<file path="config.mk">
export PLATFORM = sky130hd
export DESIGN_NAME = fp32_unpack
export DESIGN_NICKNAME = d
export VERILOG_FILES = /design/src/rtl/fp32_unpack_pkg.sv /design/src/rtl/fp32_unpack_cntlz23.sv /design/src/rtl/fp32_unpack.sv
export SDC_FILE = /design/constraint.sdc
export NUM_CORES = 1
export LEC_CHECK = 0
export CAP_MARGIN = 20
export CORE_UTILIZATION = 56
export DETAILED_ROUTE_END_ITERATION = 8
export GPL_TIMING_DRIVEN = 0
export HOLD_SLACK_MARGIN = 0.15
export PLACE_DENSITY = 0.8
export SETUP_SLACK_MARGIN = 0.5
export SKIP_LAST_GASP = 1
export SYNTH_ARGS = -nofsm -noshare
export SYNTH_HDL_FRONTEND = slang
export SYNTH_HIERARCHICAL = 1
export SYNTH_SLANG_ARGS = --single-unit
</file>
<file path="constraint.sdc">
create_clock -name clk -period 3.1 [get_ports clk]
set_input_delay 0.62 -clock clk [delete_from_list [all_inputs] [get_ports clk]]
set_output_delay 0.62 -clock clk [all_outputs]
set_load 0.005 [all_outputs]
</file>
<file path="src/rtl/fp32_unpack_pkg.sv">
// ============================================================================
// Module : fp32Pkg
// Brief  : Shared FP32 widths, unpacked-operand types, class bit indices and
//          pipeline stage records for the FP32 unpacker.
// Rev    : 1.0  initial release
// ============================================================================
`default_nettype none

package fp32Pkg;

    localparam int EMSB  = 7;
    localparam int FMSB  = 22;
    localparam int CLS_W = 7;

    // Set to 1 to collapse the unpacker into pure combinational logic.
    localparam bit MIN_LATENCY = 1'b0;
    localparam int LATENCY     = MIN_LATENCY ? 0 : 3;

    typedef logic [31:0] FP32;

    typedef struct packed {
        logic              sign;
        logic [EMSB+2:0]   exp;
        logic [FMSB+1:0]   sig;
    } FP32U;

    // Bit positions inside the class vector {zero, dn, inf, nan, qnan, snan, neg}.
    typedef enum logic [2:0] {
        CLS_NEG  = 3'd0,
        CLS_SNAN = 3'd1,
        CLS_QNAN = 3'd2,
        CLS_NAN  = 3'd3,
        CLS_INF  = 3'd4,
        CLS_DN   = 3'd5,
        CLS_ZERO = 3'd6
    } FP32CLS;

    typedef struct packed {
        logic              vld;
        logic              sign;
        logic [EMSB:0]     exp;
        logic [FMSB:0]     frac;
        logic [4:0]        lz;
        logic [CLS_W-1:0]  cls;
    } fp32_s1_t;

    typedef struct packed {
        logic              vld;
        FP32U              u;
        logic [CLS_W-1:0]  cls;
    } fp32_s2_t;

    function automatic logic [CLS_W-1:0] fp32_classify(input FP32 a);
        logic             w_exp_zero;
        logic             w_exp_max;
        logic             w_frac_nz;
        logic [CLS_W-1:0] w_c;
        w_exp_zero      = ~|a[30:23];
        w_exp_max       = &a[30:23];
        w_frac_nz       = |a[FMSB:0];
        w_c             = '0;
        w_c[CLS_ZERO]   = w_exp_zero & ~w_frac_nz;
        w_c[CLS_DN]     = w_exp_zero &  w_frac_nz;
        w_c[CLS_INF]    = w_exp_max  & ~w_frac_nz;
        w_c[CLS_NAN]    = w_exp_max  &  w_frac_nz;
        w_c[CLS_QNAN]   = w_exp_max  &  w_frac_nz &  a[FMSB];
        w_c[CLS_SNAN]   = w_exp_max  &  w_frac_nz & ~a[FMSB];
        w_c[CLS_NEG]    = a[31];
        return w_c;
    endfunction

endpackage

`default_nettype wire

</file>
<file path="src/rtl/fp32_unpack_cntlz23.sv">
// ============================================================================
// Module : cntlz23
// Brief  : Combinational leading-zero count of a 23-bit vector (23 when zero).
// Rev    : 1.0  initial release
// ============================================================================
`default_nettype none

module cntlz23 (
    input  logic [22:0] i_d,
    output logic [4:0]  o_cnt
);

    // Scan upward so the highest set bit is the last (winning) assignment.
    always_comb begin
        o_cnt = 5'd23;
        for (int k = 0; k < 23; k++) begin
            if (i_d[k]) begin
                o_cnt = 5'(22 - k);
            end
        end
    end

endmodule

`default_nettype wire

</file>
<file path="src/rtl/fp32_unpack.sv">
// ============================================================================
// Module : fp32_unpack
// Brief  : 3-stage FP32 unpacker: sign, 10-bit signed biased exponent,
//          24-bit significand with explicit leading one, IEEE class flags.
// Rev    : 1.0  initial release
// ============================================================================
`default_nettype none

module fp32_unpack
    import fp32Pkg::*;
(
    input  logic              clk,
    input  logic              rst,
    input  logic              ce,
    input  logic              vi,
    input  logic [31:0]       i,
    output logic              vo,
    output FP32U              o,
    output logic [CLS_W-1:0]  cls
);

    logic             w_pipe_adv;
    logic [4:0]       w_lz;
    fp32_s1_t         w_dec;
    fp32_s1_t         w_s1;
    fp32_s2_t         w_shf;
    fp32_s2_t         w_s3;
    logic [FMSB+1:0]  w_ext;
    logic [4:0]       w_shamt;

    assign w_pipe_adv = ce;

    cntlz23 u_cntlz23 (
        .i_d   (i[FMSB:0]),
        .o_cnt (w_lz)
    );

    always_comb begin
        w_dec      = '0;
        w_dec.vld  = vi;
        w_dec.sign = i[31];
        w_dec.exp  = i[30:23];
        w_dec.frac = i[FMSB:0];
        w_dec.lz   = w_lz;
        w_dec.cls  = fp32_classify(i);
    end

    // Denormals: shift past the leading zeros plus the bit that becomes the explicit one.
    assign w_ext   = {1'b0, w_s1.frac};
    assign w_shamt = w_s1.lz + 5'd1;

    always_comb begin
        w_shf        = '0;
        w_shf.vld    = w_s1.vld;
        w_shf.cls    = w_s1.cls;
        w_shf.u.sign = w_s1.sign;
        if (w_s1.cls[CLS_DN]) begin
            w_shf.u.sig = w_ext << w_shamt;
            w_shf.u.exp = 10'd0 - {5'd0, w_s1.lz};
        end else if (w_s1.cls[CLS_ZERO]) begin
            w_shf.u.sig = '0;
            w_shf.u.exp = '0;
        end else begin
            w_shf.u.sig = {1'b1, w_s1.frac};
            w_shf.u.exp = {2'b00, w_s1.exp};
        end
    end

    generate
        if (MIN_LATENCY) begin : g_comb
            assign w_s1 = w_dec;
            assign w_s3 = w_shf;
        end else begin : g_pipe
            fp32_s1_t r_s1;
            fp32_s2_t r_s2;
            fp32_s2_t r_s3;

            always_ff @(posedge clk) begin
                if (rst) begin
                    r_s1 <= '0;
                    r_s2 <= '0;
                    r_s3 <= '0;
                end else if (w_pipe_adv) begin
                    r_s1 <= w_dec;
                    r_s2 <= w_shf;
                    r_s3 <= r_s2;
                end
            end

            assign w_s1 = r_s1;
            assign w_s3 = r_s3;
        end
    endgenerate

    assign vo  = w_s3.vld;
    assign o   = w_s3.u;
    assign cls = w_s3.cls;

endmodule

`default_nettype wire

</file>
==> impl_metrics.xml, run 1 <==
<?xml version="1.0" encoding="UTF-8"?>
<metrics>
  <group name="run_status">
    <metric name="run_status" unit="">complete, no violations</metric>
  </group>
  <group name="hold_path">
    <metric name="min-delay-path-class" unit="">reg2reg</metric>
    <metric name="hold_path_depth" unit="">2</metric>
    <metric name="hold_path_end" unit="">g_pipe.r_s1[2]</metric>
    <metric name="worst_hold_startpoint" unit="">g_pipe.r_s1[2]</metric>
  </group>
  <group name="yosys">
    <metric name="synth.net_count" unit="">716</metric>
    <metric name="synth.distinct_cells" unit="">64</metric>
    <metric name="yosysSeqAreaShare" unit="%">40.2</metric>
    <metric name="ys_async_sr_fraction" unit="%">0</metric>
    <metric name="synth_edf_count" unit="">0</metric>
    <metric name="yosysWarningCount" unit="">6</metric>
    <metric name="dominantRegCellSynth" unit="">dfxtp_1</metric>
    <metric name="synth_compound_gate_area_share" unit="%">12.4</metric>
    <metric name="post_synth_mux_area_share" unit="%">23.3</metric>
    <metric name="synth_fa_ha_area_share" unit="%">0.398</metric>
    <metric name="synth_simple_gate_area_share" unit="%">17.2</metric>
    <metric name="flop_and_latch_count_out_of_synthesis" unit="">126</metric>
    <metric name="syn-cell-area" unit="um2">6280</metric>
    <metric name="combinational_family_with_the_most_area_after_synthesis" unit="">multiplexers</metric>
    <metric name="synth_area_leaders" unit="">dfxtp_1, mux2i_1, nor2_1</metric>
    <metric name="instance_count_of_the_mapped_netlist" unit="">678</metric>
    <metric name="post_synth.cell_area_avg" unit="um2">9.27</metric>
    <metric name="yosysTopAreaCellShare" unit="%">40.2</metric>
    <metric name="yosys.area.top_type" unit="">dfxtp_1</metric>
    <metric name="synthXorXnorAreaFrac" unit="%">1.75</metric>
  </group>
  <group name="sta">
    <metric name="slew_headroom" unit="%">42.2</metric>
    <metric name="finClkSkew" unit="ps">5.82</metric>
    <metric name="finalSetupTns" unit="ps">0</metric>
    <metric name="hold-worst-slack" unit="ps">475</metric>
    <metric name="rsz_0062_raised_after_global_routing" unit="">false</metric>
    <metric name="fmax_achieved" unit="MHz">403</metric>
    <metric name="setup_viol_count_final" unit="">0</metric>
    <metric name="final_critical_path_share_of_the_clock_period" unit="%">80.1</metric>
    <metric name="post-route-min-period" unit="ps">2480</metric>
    <metric name="worst_slew_pin_slew" unit="ps">867</metric>
    <metric name="finalMaxSlewViolations" unit="">0</metric>
    <metric name="hold_violations_final" unit="">0</metric>
  </group>
  <group name="placed_design">
    <metric name="numPortBuffers" unit="">76</metric>
    <metric name="detailed_place_hpwl" unit="um">14200</metric>
    <metric name="post_dp_cell_area" unit="um2">7220</metric>
    <metric name="number_of_placed_instances_taps_included" unit="">894</metric>
    <metric name="globalplace.congestion" unit="">0.945</metric>
  </group>
  <group name="routing">
    <metric name="wl_per_cell" unit="um">20.6</metric>
    <metric name="routed_wirelength" unit="um">19100</metric>
    <metric name="first_pass_iters" unit="">4</metric>
    <metric name="route.vias.total" unit="">5682</metric>
    <metric name="vias_per_cell" unit="">6.12</metric>
    <metric name="postRouteAntennaNets" unit="">0</metric>
    <metric name="detail_route.iter0.violations" unit="">563</metric>
    <metric name="post-route-drc-count" unit="">0</metric>
  </group>
  <group name="critical_path">
    <metric name="worstSetupStartpointType" unit="">register</metric>
    <metric name="reg2reg_setup_slack" unit="ps">620</metric>
    <metric name="worstPathArrival" unit="ps">2910</metric>
    <metric name="regToRegEndpoint" unit="">g_pipe.r_s2[17]</metric>
    <metric name="cp.required" unit="ps">3530</metric>
    <metric name="crit_path_category" unit="">reg2reg</metric>
    <metric name="crit_path_max_fanout" unit="">9</metric>
    <metric name="rr_startpoint" unit="">g_pipe.r_s1[8]</metric>
    <metric name="endpoint_type_of_the_worst_setup_path" unit="">register</metric>
    <metric name="rr_worst_depth" unit="">6</metric>
  </group>
  <group name="clock_network">
    <metric name="clkSlewWorstSetupHoldPaths" unit="ps">60</metric>
    <metric name="cts.sinks" unit="">126</metric>
    <metric name="cts_tree" unit="">built</metric>
    <metric name="master_cell_of_the_clock_root_buffer" unit="">clkbuf_8</metric>
    <metric name="num_cts_buffers" unit="">17</metric>
    <metric name="clockBufferDepth" unit="">2</metric>
    <metric name="worstSkewPairLatency" unit="ps">520</metric>
    <metric name="h-tree-depth" unit="">4</metric>
    <metric name="ctsHoldBuffers" unit="">0</metric>
  </group>
  <group name="power_and_ir_drop">
    <metric name="max-vdd-ir-drop" unit="uV">464</metric>
    <metric name="p_int" unit="mW">3.13</metric>
    <metric name="power.share.clock" unit="%">44.9</metric>
    <metric name="power.switching" unit="mW">1.02</metric>
    <metric name="combinationalPowerShare" unit="%">12.8</metric>
    <metric name="p_sw_share" unit="%">24.5</metric>
    <metric name="finalPower" unit="mW">4.14</metric>
    <metric name="seq_power_share" unit="%">42.3</metric>
    <metric name="power.density" unit="nW/um2">526</metric>
    <metric name="p_leak" unit="nW">3.15</metric>
  </group>
  <group name="cells_and_area">
    <metric name="final-instance-count-excl-fill" unit="">928</metric>
    <metric name="final_area" unit="um2">7870</metric>
    <metric name="final_net_count" unit="">816</metric>
    <metric name="final_cell_mix" unit="">nor2_1, dfxtp_1, mux2i_1</metric>
    <metric name="drive_gt1_share" unit="%">11.9</metric>
    <metric name="mostFrequentLayoutCell" unit="">nor2_1</metric>
    <metric name="total_inserted_antenna_cells" unit="">0</metric>
    <metric name="layout-area-overhead-vs-synth" unit="%">25.3</metric>
  </group>
  <group name="grt">
    <metric name="grt.total_usage" unit="%">34.5</metric>
    <metric name="grt_first_pass_wirelength" unit="um">30000</metric>
    <metric name="grt_max_degree" unit="">17</metric>
    <metric name="final_global_route_overflow_total" unit="">0</metric>
    <metric name="antenna_found_initial" unit="">0</metric>
    <metric name="first_global_vias" unit="">5586</metric>
  </group>
  <group name="floorplan">
    <metric name="io_pins" unit="">79</metric>
    <metric name="design.die.area" unit="um2">11600</metric>
    <metric name="die_w" unit="um">108</metric>
    <metric name="initial_utilization" unit="%">57.7</metric>
    <metric name="rows" unit="">38</metric>
    <metric name="core_area" unit="um2">10900</metric>
    <metric name="dieHeight" unit="um">108</metric>
  </group>
  <group name="job">
    <metric name="timing.max_cap.violations" unit="">0</metric>
  </group>
</metrics>
## layer usage
layer  wire (um)  part of all wire [%]  up-vias  global-route usage (%)
li1            -                     -     2656                       -
met1        8480                    44     2734                    45.8
met2        8920                    47      251                    55.1
met3        1220                   6.4       41                    6.78
met4         479                   2.5        0                    14.2
met5           0                     0        -                       0
## cells in the mapped netlist, drive strengths merged, types with 10 or more instances
cell,number
a21oi,14
a221oi,12
a31oi,11
buf,23
clkbuf,30
dfxtp,126
inv,10
mux2,10
mux2i,101
mux4,14
nand2,41
nor2,140
nor2b,10
nor3,18
nor4,12
o21ai,15
## area by class of cell
type,count,area [um2]
Buffer,53,279
Clock buffer,23,467
Clock inverter,6,86.3
Fill cell,820,3020
Inverter,10,37.5
Multi-Input combinational cell,489,3510
Sequential cell,126,2520
Tap cell,140,175
Timing Repair Buffer,81,798
## flip-flops by register name, indices dropped and copies added (netlist names)
| signal | cells |
|---|---|
| g_pipe.r_s1 | 44 |
| g_pipe.r_s2 | 41 |
| o | 33 |
| cls | 7 |
| vo | 1 |
## what timing repair did
| action | 4_1_cts | 5_1_grt |
|---|---|---|
| pin swaps | 0 | 4 |
| setup endpoints to repair | 10 | 16 |
| hold endpoints to repair | 0 | 0 |
| buffers inserted | 0 | 5 |
| resized for setup | 8 | 12 |
| cloned | 0 | 0 |
## worst max-delay path: stages, from the launching register on
cell	delay, ps
dfxtp_1	460
ha_1	380
nand3_2	170
xnor2_2	250
nor2_1	570
a32oi_1	280
a211oi_1	270
## per-stage QoR
step	utilization [%]	worst slack (ps)
floorplan	-	740
CTS	71.5	483
global route	72.3	519
finish	72.3	616
global placement	66.3	343
detailed placement	66.3	285
## kinds of logic after synthesis
| logic type | after synthesis |
|---|---|
| compound gates | 108 |
| mux | 125 |
| fa+ha+maj | 2 |
| flops | 126 |
| buf+inv | 63 |
| xor+xnor | 10 |
| simple gates | 244 |
## power groups by stage
stage          combinational [mW]  sequential (mW)  clock [mW]
2_1_floorplan               0.315             1.76           0
3_3_place_gp                0.486             1.78           0
3_5_place_dp                0.497             1.78           0
4_1_cts                     0.506             1.75        1.88
5_1_grt                     0.569             1.76        1.95
6_report                    0.529             1.75        1.86
## worst max-delay path by stage
| stage | end | slack (ps) | startpoint |
|---|---|---|---|
| after CTS | g_pipe.r_s2[28] | 480 | g_pipe.r_s1[7] |
| after floorplan | g_pipe.r_s2[28] | 740 | g_pipe.r_s1[7] |
| after global routing | g_pipe.r_s2[17] | 520 | g_pipe.r_s1[7] |
| after global placement | g_pipe.r_s2[28] | 340 | g_pipe.r_s1[7] |
| final | g_pipe.r_s2[17] | 620 | g_pipe.r_s1[8] |
| after detailed placement | g_pipe.r_s2[28] | 290 | g_pipe.r_s1[7] |
No activity file was read; power rests on OpenSTA's default activity.
==> run 2, diff against run 1 <==
--- a/config.mk
+++ b/config.mk
@@ -6,11 +6,11 @@
 export NUM_CORES = 1
 export LEC_CHECK = 0
 export CAP_MARGIN = 20
-export CORE_UTILIZATION = 56
+export CORE_UTILIZATION = 50
 export DETAILED_ROUTE_END_ITERATION = 8
 export GPL_TIMING_DRIVEN = 0
 export HOLD_SLACK_MARGIN = 0.15
-export PLACE_DENSITY = 0.8
+export PLACE_DENSITY = 0.76
 export SETUP_SLACK_MARGIN = 0.5
 export SKIP_LAST_GASP = 1
 export SYNTH_ARGS = -nofsm -noshare
==> constraint.sdc (replaced) <==
create_clock -name clk -period 1.99 [get_ports clk]
set_input_delay 0.398 -clock clk [delete_from_list [all_inputs] [get_ports clk]]
set_output_delay 0.398 -clock clk [all_outputs]
set_load 0.005 [all_outputs]
==> impl_metrics.xml, run 2 (synthesis gave the netlist of run 1 again) <==
<?xml version="1.0" encoding="UTF-8"?>
<metrics>
  <group name="sta">
    <metric name="final.setup.worst_slack" unit="ps">-299</metric>
    <metric name="fmax_achieved" unit="MHz">437</metric>
    <metric name="setup_viol_count_final" unit="">21</metric>
    <metric name="finClkSkew" unit="ps">6.45</metric>
    <metric name="finalMaxSlewViolations" unit="">0</metric>
    <metric name="hold-worst-slack" unit="ps">329</metric>
    <metric name="worst_slew_pin_slew" unit="ps">876</metric>
    <metric name="hold_violations_final" unit="">0</metric>
    <metric name="slew_headroom" unit="%">41.3</metric>
    <metric name="final_critical_path_share_of_the_clock_period" unit="%">115</metric>
    <metric name="rsz_0062_raised_after_global_routing" unit="">true</metric>
    <metric name="post-route-min-period" unit="ps">2290</metric>
  </group>
  <group name="grt">
    <metric name="final_global_route_overflow_total" unit="">0</metric>
    <metric name="antenna_found_initial" unit="">0</metric>
    <metric name="groute.layer.met3.usage" unit="%">7.99</metric>
    <metric name="grt_first_pass_wirelength" unit="um">32400</metric>
    <metric name="grtUsageMet1" unit="%">42.7</metric>
    <metric name="grt_busiest_layer" unit="">met2</metric>
    <metric name="first_global_vias" unit="">5737</metric>
    <metric name="gr-usage-met2" unit="%">55.1</metric>
    <metric name="grt_max_degree" unit="">17</metric>
    <metric name="grt.total_usage" unit="%">33.5</metric>
  </group>
  <group name="cells_and_area">
    <metric name="register_with_the_highest_flop_count" unit="">g_pipe.r_s1</metric>
    <metric name="mostFrequentLayoutCell" unit="">nor2_1</metric>
    <metric name="final_net_count" unit="">847</metric>
    <metric name="final_cell_mix" unit="">nor2_1, dfxtp_1, mux2i_1</metric>
    <metric name="final_area" unit="um2">8740</metric>
    <metric name="max_reg_flops" unit="">44</metric>
    <metric name="total_inserted_antenna_cells" unit="">0</metric>
    <metric name="fin_util" unit="%">72.2</metric>
    <metric name="layout-area-overhead-vs-synth" unit="%">39.2</metric>
    <metric name="drive_gt1_share" unit="%">26.2</metric>
  </group>
  <group name="power_and_ir_drop">
    <metric name="power.density" unit="nW/um2">760</metric>
    <metric name="finalPower" unit="mW">6.64</metric>
    <metric name="p_leak" unit="nW">3.73</metric>
    <metric name="max-vdd-ir-drop" unit="uV">547</metric>
  </group>
  <group name="placed_design">
    <metric name="dp_slack" unit="ps">-644</metric>
    <metric name="globalplace.congestion" unit="">0.929</metric>
    <metric name="post_dp_cell_area" unit="um2">7350</metric>
    <metric name="numPortBuffers" unit="">76</metric>
    <metric name="detailed_place_hpwl" unit="um">14900</metric>
  </group>
  <group name="clock_network">
    <metric name="cts_tree" unit="">built</metric>
    <metric name="num_cts_buffers" unit="">17</metric>
    <metric name="master_cell_of_the_clock_root_buffer" unit="">clkbuf_16</metric>
    <metric name="cts.sinks" unit="">126</metric>
    <metric name="clockBufferDepth" unit="">2</metric>
    <metric name="clkSlewWorstSetupHoldPaths" unit="ps">60</metric>
    <metric name="worstSkewPairLatency" unit="ps">420</metric>
    <metric name="ctsHoldBuffers" unit="">0</metric>
    <metric name="h-tree-depth" unit="">4</metric>
  </group>
  <group name="floorplan">
    <metric name="die_w" unit="um">114</metric>
    <metric name="design.die.area" unit="um2">13000</metric>
    <metric name="core_area" unit="um2">12100</metric>
    <metric name="rows" unit="">40</metric>
    <metric name="initial_utilization" unit="%">51.9</metric>
    <metric name="dieHeight" unit="um">114</metric>
    <metric name="io_pins" unit="">79</metric>
  </group>
  <group name="hold_path">
    <metric name="worst_hold_startpoint" unit="">i[1]</metric>
    <metric name="min-delay-path-class" unit="">in2reg</metric>
  </group>
  <group name="critical_path">
    <metric name="crit_path_category" unit="">reg2reg</metric>
    <metric name="worstPathArrival" unit="ps">2560</metric>
    <metric name="crit_path_max_fanout" unit="">8</metric>
    <metric name="cp.required" unit="ps">2260</metric>
    <metric name="reg2reg_setup_slack" unit="ps">-300</metric>
    <metric name="worstSetupStartpointType" unit="">register</metric>
    <metric name="rr_startpoint" unit="">g_pipe.r_s1[7]</metric>
    <metric name="endpoint_type_of_the_worst_setup_path" unit="">register</metric>
    <metric name="worstSetupStartpoint" unit="">g_pipe.r_s1[7]</metric>
  </group>
  <group name="run_status">
    <metric name="failed_checks" unit="">negative setup slack</metric>
    <metric name="run_status" unit="">complete, but fails checks</metric>
  </group>
  <group name="job">
    <metric name="timing.max_cap.violations" unit="">0</metric>
  </group>
  <group name="routing">
    <metric name="detail_route.iter0.violations" unit="">540</metric>
    <metric name="post-route-drc-count" unit="">0</metric>
    <metric name="route.vias.total" unit="">6006</metric>
    <metric name="postRouteAntennaNets" unit="">0</metric>
    <metric name="first_pass_iters" unit="">5</metric>
    <metric name="wl_per_cell" unit="um">21.7</metric>
    <metric name="routed_wirelength" unit="um">21400</metric>
    <metric name="vias_per_cell" unit="">6.07</metric>
  </group>
</metrics>
[run 2: cell count changes in the layout (fill, tap and decap cells not counted), sizes merged]
cell,delta
clkbuf,+4
inv,+1
clkinv,+1
bufinv,-1
dlymetal6s2s,+3
clkdlybuf4s15,+4
nor2,+1
buf,+29
clkinvlp,+3
clkdlybuf4s50,-68
dlygate4sd2,+57
[run 2: area by class of cell]
class | count | area (um2)
Fill cell | 899 | 3370
Clock inverter | 10 | 88.8
Multi-Input combinational cell | 490 | 4050
Buffer | 53 | 363
Sequential cell | 126 | 2530
Clock buffer | 22 | 464
Tap cell | 168 | 210
Timing Repair Buffer | 111 | 991
Inverter | 10 | 45.0
[run 2: timing repair]
| action | CTS | global route |
|---|---|---|
| gates resized for setup | 140 | 89 |
| pin swaps | 24 | 37 |
| setup buffers | 18 | 16 |
| setup endpoints to repair | 140 | 78 |
| gates cloned | 1 | 1 |
[run 2: worst max-delay path, cell delays in order, from the launching register on]
cell     delay, ps
dfxtp_2        350
buf_12         110
buf_12         110
inv_8           30
ha_4           300
buf_8          120
buf_8          130
buf_6          100
mux2i_2        230
mux2i_1        110
mux2_4         290
o32ai_4        120
o32ai_2        130
[run 2: layer usage]
layer	vias to the layer above	wire length, um
met4	0	671
li1	2726	-
met2	307	10200
met5	-	0
met1	2917	9080
met3	56	1440
[run 2: worst paths after layout]
path / depth (start not counted) / endpoint
setup / recovery: 12 / g_pipe.r_s2[29]
hold / removal: 3 / g_pipe.r_s1[13]
setup reg to reg: 12 / g_pipe.r_s2[29]
hold reg to reg: 2 / g_pipe.r_s2[32]
[run 2: report_power, final]
part | internal, mW | switching (mW) | leakage (nW)
registers | 2.63 | 0.112 | 1.03
logic | 0.468 | 0.519 | 2.43
clock network | 1.77 | 1.14 | 0.262
[run 2: metrics by stage]
stage	setup TNS [ps]	cells
floorplan	-735	678
global route	-5880	990
detailed placement	-10770	922
finish	-4420	990
global placement	-10620	922
CTS	-3800	973
